<file path="config.mk">
export PLATFORM = sky130hd
export DESIGN_NAME = systolic_tile_ctrl
export DESIGN_NICKNAME = d
export VERILOG_FILES = /design/src/rtl/systolic_pkg.sv /design/src/rtl/systolic_tile_addr_gen.sv /design/src/rtl/systolic_tile_ctrl.sv
export SDC_FILE = /design/constraint.sdc
export NUM_CORES = 1
export LEC_CHECK = 0
export ABC_AREA = 1
export CAP_MARGIN = 10
export CORE_UTILIZATION = 30
export CTS_CLUSTER_DIAMETER = 200
export CTS_CLUSTER_SIZE = 20
export DETAILED_ROUTE_END_ITERATION = 8
export GPL_TIMING_DRIVEN = 0
export PLACE_DENSITY_LB_ADDON = 0.2
export SYNTH_ARGS = -nofsm -noshare
export SYNTH_HDL_FRONTEND = slang
export SYNTH_HIERARCHICAL = 1
export SYNTH_SLANG_ARGS = --single-unit
</file>
<file path="constraint.sdc">
create_clock -name clk -period 3.7 [get_ports clk]
set_input_delay 0.925 -clock clk [delete_from_list [all_inputs] [get_ports clk]]
set_output_delay 0.925 -clock clk [all_outputs]
set_load 0.05 [all_outputs]
</file>
<file path="src/rtl/systolic_pkg.sv">
// Shared types and defaults for the systolic tile sequencer.
package systolic_pkg;

  localparam int N_DEF      = 8;
  localparam int ADDR_W_DEF = 13;

  typedef enum logic [2:0] {
    IDLE,
    LOAD,
    CALC,
    DRAIN,
    NEXT,
    DONE
  } tile_state_e;

  typedef struct packed {
    logic [7:0] m_tiles;
    logic [7:0] n_tiles;
    logic [7:0] k;
    logic       out_mode;
  } tile_cmd_t;

endpackage

</file>
<file path="src/rtl/systolic_tile_addr_gen.sv">
// Row-major tile walker: row/col counters and incrementally maintained A/B/C tile bases.
module systolic_tile_addr_gen
  import systolic_pkg::*;
#(
  parameter int N      = N_DEF,
  parameter int ADDR_W = ADDR_W_DEF
) (
  input  logic              clk,
  input  logic              rst_n,
  input  logic              init,
  input  logic              step,
  input  logic [ADDR_W-1:0] a_base,
  input  logic [ADDR_W-1:0] b_base,
  input  logic [ADDR_W-1:0] c_base,
  input  logic [7:0]        k,
  input  logic [7:0]        m_tiles,
  input  logic [7:0]        n_tiles,
  output logic              last_tile,
  output logic [7:0]        tile_row,
  output logic [7:0]        tile_col,
  output logic [ADDR_W-1:0] a_tile_base,
  output logic [ADDR_W-1:0] b_tile_base,
  output logic [ADDR_W-1:0] c_tile_base
);

  logic [ADDR_W-1:0] b_base_q;
  logic [ADDR_W-1:0] k_ext;
  logic              last_col;

  assign k_ext     = ADDR_W'(k);
  assign last_col  = (tile_col == n_tiles - 8'd1);
  assign last_tile = last_col && (tile_row == m_tiles - 8'd1);

  // Row-major order means C always advances by one tile stride, even across rows.
  always_ff @(posedge clk or negedge rst_n) begin
    if (!rst_n) begin
      tile_row    <= '0;
      tile_col    <= '0;
      a_tile_base <= '0;
      b_tile_base <= '0;
      c_tile_base <= '0;
      b_base_q    <= '0;
    end else if (init) begin
      tile_row    <= '0;
      tile_col    <= '0;
      a_tile_base <= a_base;
      b_tile_base <= b_base;
      c_tile_base <= c_base;
      b_base_q    <= b_base;
    end else if (step) begin
      c_tile_base <= c_tile_base + ADDR_W'(N);
      if (last_col) begin
        tile_col    <= '0;
        tile_row    <= tile_row + 8'd1;
        a_tile_base <= a_tile_base + k_ext;
        b_tile_base <= b_base_q;
      end else begin
        tile_col    <= tile_col + 8'd1;
        b_tile_base <= b_tile_base + k_ext;
      end
    end
  end

endmodule

</file>
<file path="src/rtl/systolic_tile_ctrl.sv">
// Sequences the NxN systolic array over all output tiles of a tiled matmul command.
module systolic_tile_ctrl
  import systolic_pkg::*;
#(
  parameter int N      = N_DEF,
  parameter int ADDR_W = ADDR_W_DEF
) (
  input  logic              clk,
  input  logic              rst_n,
  input  logic              cmd_valid,
  output logic              cmd_ready,
  input  logic [7:0]        cmd_m_tiles,
  input  logic [7:0]        cmd_n_tiles,
  input  logic [7:0]        cmd_k,
  input  logic              cmd_out_mode,
  input  logic [ADDR_W-1:0] cmd_a_base,
  input  logic [ADDR_W-1:0] cmd_b_base,
  input  logic [ADDR_W-1:0] cmd_c_base,
  input  logic              abort,
  output logic              arr_start,
  output logic              arr_clear,
  output logic [7:0]        arr_k_param,
  output logic              arr_out_mode,
  input  logic              arr_calc_done,
  input  logic              arr_dout_done,
  output logic [ADDR_W-1:0] a_tile_base,
  output logic [ADDR_W-1:0] b_tile_base,
  output logic [ADDR_W-1:0] c_tile_base,
  output logic [7:0]        tile_row,
  output logic [7:0]        tile_col,
  output logic              busy,
  output logic              done,
  output logic              err,
  output logic              aborted
);

  tile_state_e state;
  tile_cmd_t   cmd_q;
  logic        abort_pending;
  logic        last_tile;
  logic        accept;
  logic        finish_now;
  logic        advance;
  logic        bad_cmd;

  assign cmd_ready    = (state == IDLE);
  assign busy         = (state != IDLE);
  assign arr_k_param  = cmd_q.k;
  assign arr_out_mode = cmd_q.out_mode;

  always_comb begin
    accept     = cmd_valid && (state == IDLE);
    bad_cmd    = (cmd_m_tiles == 8'd0) || (cmd_n_tiles == 8'd0) || (cmd_k == 8'd0);
    // abort arriving in NEXT itself is honoured at this boundary too
    finish_now = last_tile || abort_pending || abort;
    advance    = (state == NEXT) && !finish_now;
  end

  systolic_tile_addr_gen #(.N(N), .ADDR_W(ADDR_W)) u_addr_gen (
    .clk        (clk),
    .rst_n      (rst_n),
    .init       (accept),
    .step       (advance),
    .a_base     (cmd_a_base),
    .b_base     (cmd_b_base),
    .c_base     (cmd_c_base),
    .k          (cmd_q.k),
    .m_tiles    (cmd_q.m_tiles),
    .n_tiles    (cmd_q.n_tiles),
    .last_tile  (last_tile),
    .tile_row   (tile_row),
    .tile_col   (tile_col),
    .a_tile_base(a_tile_base),
    .b_tile_base(b_tile_base),
    .c_tile_base(c_tile_base)
  );

  always_ff @(posedge clk or negedge rst_n) begin
    if (!rst_n) begin
      state         <= IDLE;
      cmd_q         <= '0;
      abort_pending <= 1'b0;
      arr_start     <= 1'b0;
      arr_clear     <= 1'b0;
      done          <= 1'b0;
      err           <= 1'b0;
      aborted       <= 1'b0;
    end else begin
      arr_start <= 1'b0;
      arr_clear <= 1'b0;
      done      <= 1'b0;
      if (state != IDLE && abort) abort_pending <= 1'b1;
      case (state)
        IDLE: begin
          if (accept) begin
            cmd_q <= '{m_tiles: cmd_m_tiles, n_tiles: cmd_n_tiles,
                       k: cmd_k, out_mode: cmd_out_mode};
            if (bad_cmd) begin
              state <= DONE;
              done  <= 1'b1;
              err   <= 1'b1;
            end else begin
              state     <= LOAD;
              arr_start <= 1'b1;
            end
          end
        end
        LOAD: state <= CALC;
        CALC: begin
          if (arr_calc_done) begin
            state     <= DRAIN;
            arr_clear <= 1'b1;
          end
        end
        DRAIN: begin
          if (arr_dout_done) state <= NEXT;
        end
        NEXT: begin
          if (finish_now) begin
            state   <= DONE;
            done    <= 1'b1;
            aborted <= abort_pending || abort;
          end else begin
            state     <= LOAD;
            arr_start <= 1'b1;
          end
        end
        DONE: begin
          state         <= IDLE;
          abort_pending <= 1'b0;
          err           <= 1'b0;
          aborted       <= 1'b0;
        end
        default: state <= IDLE;
      endcase
    end
  end

endmodule
</file>
==> results of run 1 <==
==> metrics by stage <==
stage / TNS (ps) / hold slack [ps]
floorplan: 0 / 442
global placement: -287980 / 453
detailed placement: -12240 / 460
CTS: 0 / 476
global route: 0 / 500
finish: 0 / 477
==> worst max-delay path by stage <==
| stage | endpoint | slack (ps) | cells past startpoint |
|---|---|---|---|
| 6_report | u_addr_gen/a_tile_base[1] | 380 | 18 |
| 3_3_place_gp | u_addr_gen/b_base_q[9] | -2730 | 1 |
| 3_5_place_dp | u_addr_gen/b_tile_base[2] | -550 | 17 |
| 5_1_grt | u_addr_gen/b_tile_base[4] | 80 | 17 |
| 2_1_floorplan | u_addr_gen/b_tile_base[4] | 800 | 17 |
| 4_1_cts | u_addr_gen/b_tile_base[7] | 60 | 18 |
==> worst reg2reg max path: stages, from the launching register on <==
cell      delay, ps
dfrtp_1         420
inv_2           100
ha_1            200
nand3_1         160
nor2_1          120
nand2_1          70
a21oi_1         190
nor2_2          110
nand2_4         150
clkbuf_4        250
nor2_1           90
or2_4           280
nor2_4          250
nor2_2          120
inv_2           250
nand2_4         140
buf_6           170
nand2_1          70
o21ai_2          50
==> cells by family (layout without fill, tap and decap cells) <==
| family | Yosys count | after routing | share of synthesized area [%] |
|---|---|---|---|
| flops | 102 | 102 | 39.8 |
| mux | 7 | 7 | 1.09 |
| buf+inv | 106 | 262 | 7.67 |
| simple gates | 445 | 445 | 29.9 |
| compound gates | 103 | 103 | 10.8 |
| fa+ha+maj | 23 | 23 | 4.72 |
| xor+xnor | 44 | 44 | 6.01 |
==> final cells by class <==
| cell class | instances | area [sq um] |
|---|---|---|
| fill | 2209 | 12400 |
| buffer | 32 | 224 |
| multi-input combinational | 622 | 3380 |
| clock buffer | 12 | 256 |
| sequential | 102 | 2550 |
| clock inverter | 3 | 67.6 |
| tap | 275 | 344 |
| inverter | 74 | 280 |
| timing repair buffer | 141 | 1430 |
==> timing repair <==
item / in CTS / in global routing
hold buffers: 0 / 0
gates resized for setup: 4 / 12
endpoints found under the setup margin: 47 / 30
==> power by group <==
group / total, mW / switching [mW] / internal, mW
Sequential: 2.12 / 0.547 / 1.58
Clock: 1.07 / 0.446 / 0.628
Combinational: 4.41 / 2.78 / 1.64
==> synthesized netlist by cell type (4+ instances only) <==
cell	number	area (sq um)
o21ai_2	30	263
buf_4	10	75.1
xnor2_1	11	96.3
nand2_1	265	995
nand4_1	12	75.1
or2_2	11	68.8
a21oi_1	28	140
nand3_1	71	355
ha_1	21	263
nand2_4	4	45.0
mux2i_1	7	70.1
a21boi_0	6	45.0
dfrtp_1	102	2550
inv_2	7	26.3
xor2_1	33	289
nor3_1	7	35.0
nor2_1	61	229
inv_1	66	248
clkbuf_1	12	45.0
buf_6	7	78.8
nand2_2	4	25.0
o21ai_0	21	105
o211ai_1	4	30.0
==> sequential cells by signal, summed over array words and instances, names as in the netlist <==
| name | count |
|---|---|
| err | 1 |
| arr_clear | 1 |
| u_addr_gen/a_tile_base | 13 |
| arr_out_mode | 1 |
| u_addr_gen/b_tile_base | 13 |
| done | 1 |
| aborted | 1 |
| arr_start | 1 |
| u_addr_gen/tile_col | 8 |
| abort_pending | 1 |
| u_addr_gen/b_base_q | 13 |
| cmd_q | 16 |
| u_addr_gen/c_tile_base | 13 |
| u_addr_gen/tile_row | 8 |
| arr_k_param | 8 |
| state | 3 |
==> metal layers <==
metal  global-route usage (%)  vias up
met3                     3.13       16
met5                        0        -
met2                     29.7      127
met1                     23.9     2798
met4                     5.10        0
li1                         -     2992
==> cells in the final DEF, fill, tap and decap left out, drive strengths merged <==
master,n
dfrtp,102
nor2,66
a21o,3
nand2,273
o2111ai,2
nor3b,1
clkbuf,24
a31oi,2
a21boi,6
o211ai,4
nor3,7
a22oi,1
clkdlybuf4s50,139
or2,12
mux2i,7
nand3,71
nor4,1
o21ai,52
nand3b,2
xnor2,11
clkinvlp,1
nand4,12
o311ai,1
fa,2
inv,74
o211a,1
a21oi,28
o22ai,3
bufinv,2
xor2,33
buf,22
ha,21
==> flow_summary.ini, run 1 <==
[cells_and_area]
antennaDiodeCount = 0
fin_area_sq_mm = 0.00853
area_growth_pct = 33.1
drive_gt1_share_pct = 10.6
final_cells = 1261
post-route-util_pct = 40.7
final_nets = 1075

[worst_setup_path]
critical_path_class = reg -> reg
critPathArrivalTime_ps = 3570
critPathBufInv = 4
crit_chain = inv_2 -> ha_1 -> nand3_1 -> nor2_1 -> nand2_1 -> a21oi_1 -> nor2_2 -> nand2_4 -> clkbuf_4 -> nor2_1 -> or2_4 -> nor2_4 -> nor2_2 -> inv_2 -> nand2_4 -> buf_6 -> nand2_1 -> o21ai_2
required_ps = 3940
reg2reg_to = u_addr_gen/a_tile_base[1]
startpoint_type = register
crit_family = simple AND/OR/NAND/NOR gates
critPathMaxStageDelay_ps = 420
r2r_slack_ps = 380
crit_path_start = cmd_q[9]
worst_r2r_path_depth = 18
critPathCaptureType = register
r2r-start = cmd_q[9]
critPathMaxFanout = 10
slowest_stage = dfrtp_1

[clock_network]
clock_latency_ps = 360
htreeDepth = 3
post_cts_buffers = 0
clockBufferDepth = 2
path_clk_slew_ps = 70
cts_sinks = 102
cts-root-buf = clkbuf_16
cts-buffers-inserted = 9
cts_tree = done

[yosys]
async_flop_share_pct = 100
synth_seq_cells = 102
synthCells = 830
synth-edff-count = 0
syn_area_per_cell_sq_um = 7.72
synthFlopType = dfrtp_1
synth.distinct_cells = 43
ys_seq_area_share_pct = 39.8
syn-cell-area_sq_mm = 0.00641
yosysWarningCount = 6
synth_nets = 923

[sta]
max_freq_ghz = 0.301
worst_slack_ps = 376
fin_crit_sh_pct = 89.8
min_period_ps = 3320
tightestPinTransition_ps = 827
finalClockSkew_ps = 7.06
setup_viol = 0
hold_viol = 0
rsz0062_at_grt = false
slew_headroom_pct = 44.8
finalMaxSlewViolations = 0

[detailed_routing]
route.met2.wl_um = 8910
highest_layer = met4
dr_wl_met3_um = 815
num_vias = 5933
drtIter0Drc = 294
dr.pass1.iters = 4
wl_met1_um = 8940
route.detailed.drc = 0
ant_nets = 0
wl_um = 19000
post_drt_via_cell_ratio = 4.70
routedWlPerCell_um = 15.0

[global_route]
grt_usage_pct = 18.0
grt.overflow.total = 0
grt_pass1_wl_um = 30600
antenna_found_initial = 0
grt_max_degree = 56
grt_pass1_vias = 5796

[hold_path]
worstHoldPathType = reg -> reg
hold_depth = 2
min_from = arr_out_mode
holdPathEnd = arr_out_mode

[placed_design]
gp_congestion = 0.882
io_buffers = 140
dp_hpwl_um = 14400
dpl.cell_count = 1246
preCtsSetupSlack_ps = -547
post_dp_cell_area_sq_mm = 0.00818

[pwr]
p_leak_nw = 4.04
power.density_mw_per_mm2 = 892
ir_drop_mv = 0.536
finalPower_mw = 7.61

[run_status]
status = finished, final reports clean

[die]
core_sq_mm = 0.0210
dieArea_sq_mm = 0.0220
die_h_um = 148
fp-row-count = 53
ios = 141
die_w_um = 148
initial_core_util_pct = 30.6

[job]
max_cap_viol_count = 0
Power figures use the tool's default switching activity.
==> run 2: changes to the inputs <==
- MAX_ROUTING_LAYER: not set -> met4
==> flow_summary.ini, run 2 (synthesis results as in run 1) <==
[run_status]
status = finished, final reports clean

[detailed_routing]
route.detailed.drc = 0
num_vias = 5905
wl_um = 18900
dr.pass1.iters = 5
routedWlPerCell_um = 15.0
drtIter0Drc = 300
post_drt_via_cell_ratio = 4.68
ant_nets = 0

[worst_setup_path]
r2r-start = cmd_q[9]
required_ps = 3940
reg2reg_to = u_addr_gen/a_tile_base[6]
critPathCaptureType = register
critPathMaxFanout = 10
critPathArrivalTime_ps = 3570
critical_path_class = reg -> reg
worst_r2r_path_depth = 18
startpoint_type = register
r2r_slack_ps = 370

[placed_design]
post_dp_cell_area_sq_mm = 0.00818
dp_hpwl_um = 14400
io_buffers = 140
dpl.cell_count = 1246
gp_congestion = 0.897

[cells_and_area]
antennaDiodeCount = 0
mostFrequentLayoutCell = nand2_1
area_growth_pct = 33.1
final_cells = 1261
largest_register = cmd_q
mostFrequentLayoutCells = nand2_1, clkdlybuf4s50_1, dfrtp_1
post-route-util_pct = 40.7
drive_gt1_share_pct = 10.6
final_nets = 1075
largest_register_ffs = 16
fin_area_sq_mm = 0.00853

[clock_network]
htreeDepth = 3
clockBufferDepth = 2
path_clk_slew_ps = 70
cts_tree = done
cts-root-buf = clkbuf_16
cts_sinks = 102
post_cts_buffers = 0
clock_latency_ps = 360
cts-buffers-inserted = 9

[sta]
finalMaxSlewViolations = 0
setup_viol = 0
fin_crit_sh_pct = 90.0
holdWs_ps = 477
hold_viol = 0
rsz0062_at_grt = false
slew_headroom_pct = 45.8
tightestPinTransition_ps = 813
min_period_ps = 3330
finalClockSkew_ps = 9.42
max_freq_ghz = 0.300

[hold_path]
worstHoldPathType = reg -> reg
holdPathEnd = arr_out_mode
hold_depth = 2
min_from = arr_out_mode

[die]
initial_core_util_pct = 30.6
core_sq_mm = 0.0210
die_h_um = 148
ios = 141
die_w_um = 148
dieArea_sq_mm = 0.0220
fp-row-count = 53

[global_route]
grt_usage_pct = 18.5
grt_pass1_wl_um = 30700
use_met3_pct = 3.22
grt_pass1_vias = 5775
grt_max_degree = 56
grtUsageMet2_pct = 29.8
antenna_found_initial = 0
grt.busiest_layer = met2
grt_util_met1_pct = 23.9
grt.overflow.total = 0

[pwr]
p_leak_nw = 4.04
power.density_mw_per_mm2 = 892
finalPower_mw = 7.61
ir_drop_mv = 0.536

[job]
max_cap_viol_count = 0
run 2: power breakdown:
part           switching, mW  internal, mW
clock                  0.449         0.628
sequential             0.546          1.58
combinational           2.77          1.64
total                   3.77          3.84
run 2: per-stage QoR:
stage	TNS (ps)	setup slack, ps
2_1_floorplan	0	804
3_3_place_gp	-287980	-2730
3_5_place_dp	-12240	-547
4_1_cts	0	61.5
5_1_grt	0	75.2
6_report	0	372
run 2: how the worst max path moves through the flow:
stage | end | slack [ps] | startpoint | depth (start not counted)
5_1_grt | u_addr_gen/b_tile_base[4] | 80 | cmd_q[9] | 17
4_1_cts | u_addr_gen/b_tile_base[7] | 60 | cmd_q[9] | 18
3_3_place_gp | u_addr_gen/b_base_q[9] | -2730 | rst_n | 1
3_5_place_dp | u_addr_gen/b_tile_base[2] | -550 | cmd_q[9] | 17
6_report | u_addr_gen/a_tile_base[6] | 370 | cmd_q[9] | 18
2_1_floorplan | u_addr_gen/b_tile_base[4] | 800 | cmd_q[9] | 17
run 2: routing by layer:
layer  share of wire (%)  routed length (um)  vias up
met5                   0                   0        -
met4                 1.6                 298        0
met3                 4.3                 814       16
met2                  47                8920      123
met1                  47                8890     2781
li1                    -                   -     2985
run 2: timing repair:
action / 4_1_cts / 5_1_grt
gates resized for setup: 4 / 12
hold buffers: 0 / 0
hold endpoints to repair: 0 / 0
pin swaps: 0 / 0
setup endpoints to repair: 47 / 30
run 2: cell type report:
type | count | area (sq um)
inverters | 74 | 280
clock inverters | 3 | 67.6
plain buffers | 32 | 224
fillers | 2209 | 12400
flip-flops and latches | 102 | 2550
well taps | 275 | 344
clock buffers | 12 | 256
repair buffers | 141 | 1430
multi-input cells | 622 | 3380
run 2: critical path, cell delays in order, from the launching register on:
cell      delay [ps]
dfrtp_1          420
inv_2            100
ha_1             210
nand3_1          160
nor2_1           130
nand2_1           70
a21oi_1          190
nor2_2           110
nand2_4          150
clkbuf_4         250
nor2_1            90
or2_4            280
nor2_4           250
nor2_2           110
inv_2            240
nand2_4          140
buf_6            170
nand2_1           70
o21ai_2           50
==> run 3: changes to the inputs <==
- HOLD_SLACK_MARGIN: not set -> 0.1
- SLEW_MARGIN: not set -> 20
==> results of run 3 <==
Final layout, timing and power as in run 2 (identical DEF).
==> RTL change: new RTL, flow settings as in run 2 <==
`ADDR_W_DEF`: 13 -> 14.
--- a/src/rtl/systolic_pkg.sv
+++ b/src/rtl/systolic_pkg.sv
@@ -2,7 +2,7 @@
 package systolic_pkg;
 
   localparam int N_DEF      = 8;
-  localparam int ADDR_W_DEF = 13;
+  localparam int ADDR_W_DEF = 14;
 
   typedef enum logic [2:0] {
     IDLE,
Interface: changed (6 resized); port bits go from 141 to 147. The function was not compared with the original's and may differ.
==> RTL change against run 2 <==
- cell count up 11%
- clock skew up 0.0026 ns
- largest cell class unchanged
- synthesized area up 7.2%
- sequential cell count up 4
- cell area up 6.4%
- sequential share of layout area down 0.69 points
- routed wire length up 7.7%
- total power up 7.7%
- setup slack worse by 0.022 ns
- non-clock buffer count up 17
==> RTL change: results (changes against run 2) <==
## Hold path
• input port to asynchronous set/reset pin — type of the most critical hold path

## Critical path
• 0.44 ns — maximum cell stage delay along the critical path, +0.02 ns
• 19 — Max Fanout on Critical Path, +9
• 3.60 ns — critical path data arrival time, +0.03 ns

## Power
• 4.50 nW — Static Leak, +11%
• 0.342 mV — peak supply drop, -36%
• 4.95 mW — P_comb, +12%
• 4.05 mW — internal cell power, +5.4%
• 2.17 mW — Power Sequential, +2%

## Layout
• 7.82% — ratio of cells with drive above 1 in the final layout, -2.8 points
• 1203 — total number of nets in the final design, +12%

## STA
• 0.729 ns — worst-margin pin slew, -0.0838 ns
• 0.350 ns — final worst slack, -0.0221 ns

## Route
• 9.78 mm — routed metal-1 wire length, +10%
• 20.4 mm — final wirelength, +7.7%
• 944 um — routed length on met3, +16%
• 4.58 — vias per std cell, -2.2%
• 9.36 mm — met2 wirelength from detailed routing, +5.0%

## Yosys
• sky130_fd_sc_hd__nand2_1, sky130_fd_sc_hd__dfrtp_1, sky130_fd_sc_hd__nand3_1 — top cell types by occurrence after synthesis
• 38.6% — post-synthesis sequential area ratio, -1.2 points
• 39 — count of unique library cells instantiated by Yosys, -9.3%
• 947 — instance count of the mapped netlist, +14%

## Global route
• 2.95% — met3 layer usage reported by global route, -0.27 points
• 62 — maximum number of pins on one net before global-route repair, +11%
• 33.4 mm — wire length of the first global-routing pass, +9.0%
• 18.8% — total global-route track usage, +0.23 points
• 29.8% — met2 Track Usage GR, about the same

## Clock network
• 6 — post-CTS resize count, +2

## Place
• 0.873 — global placer's final weighted congestion, -2.6%
• 146 — number of input and output port buffers inserted, +4.3%
• -0.430 ns — minimum setup slack after placement, +0.117 ns

## Outcome
• complete, no violations — outcome

RTL change: changes by cell type in the layout (fill, tap and decap cells not counted), sizes merged, moves of 8 or more:
cell / run 2 / this run
inv: 74 / 107
o21ai: 52 / 44
nand3: 71 / 104
or2: 12 / 4
nand2: 273 / 331
a21oi: 28 / 19
a21boi: 6 / 15
RTL change: logic make-up (layout without fill, tap and decap cells):
group	after synthesis	count (layout)	share of synthesized area (%)
adders and majority gates	23	23	4.41
DFF	106	106	38.6
buffers and inverters	149	314	9.54
AOI/OAI and AO/OA	88	88	8.29
and+or+nand+nor	537	537	33.5
xor gates and xnor gates	44	44	5.61
RTL change: final timing paths:
| check | start | to | cells after the start |
|---|---|---|---|
| max | cmd_q[9]$_DFFE_PN0P_ | u_addr_gen/a_tile_base[2]$_DFFE_PN0P_ | 18 |
| min | rst_n | u_addr_gen/a_tile_base[8]$_DFFE_PN0P_ | 1 |
| max reg2reg | cmd_q[9]$_DFFE_PN0P_ | u_addr_gen/a_tile_base[2]$_DFFE_PN0P_ | 18 |
| min reg2reg | u_addr_gen/c_tile_base[2]$_DFFE_PN0P_ | u_addr_gen/c_tile_base[2]$_DFFE_PN0P_ | 2 |
| max in group asynchronous | rst_n | u_addr_gen/c_tile_base[7]$_DFFE_PN0N_ | 2 |
| min in group clk | u_addr_gen/c_tile_base[2]$_DFFE_PN0P_ | u_addr_gen/c_tile_base[2]$_DFFE_PN0P_ | 2 |
RTL change: layout make-up:
cell class              instances  area, um^2  share of cell area, %
multi-input cells             692        3580                   39.4
flip-flops and latches        106        2650                   29.2
repair buffers                150        1510                   16.7
inverters                     108         409                   4.51
well taps                     285         357                   3.93
plain buffers                  40         248                   2.73
clock buffers                   9         225                   2.48
clock inverters                 7        93.8                   1.03
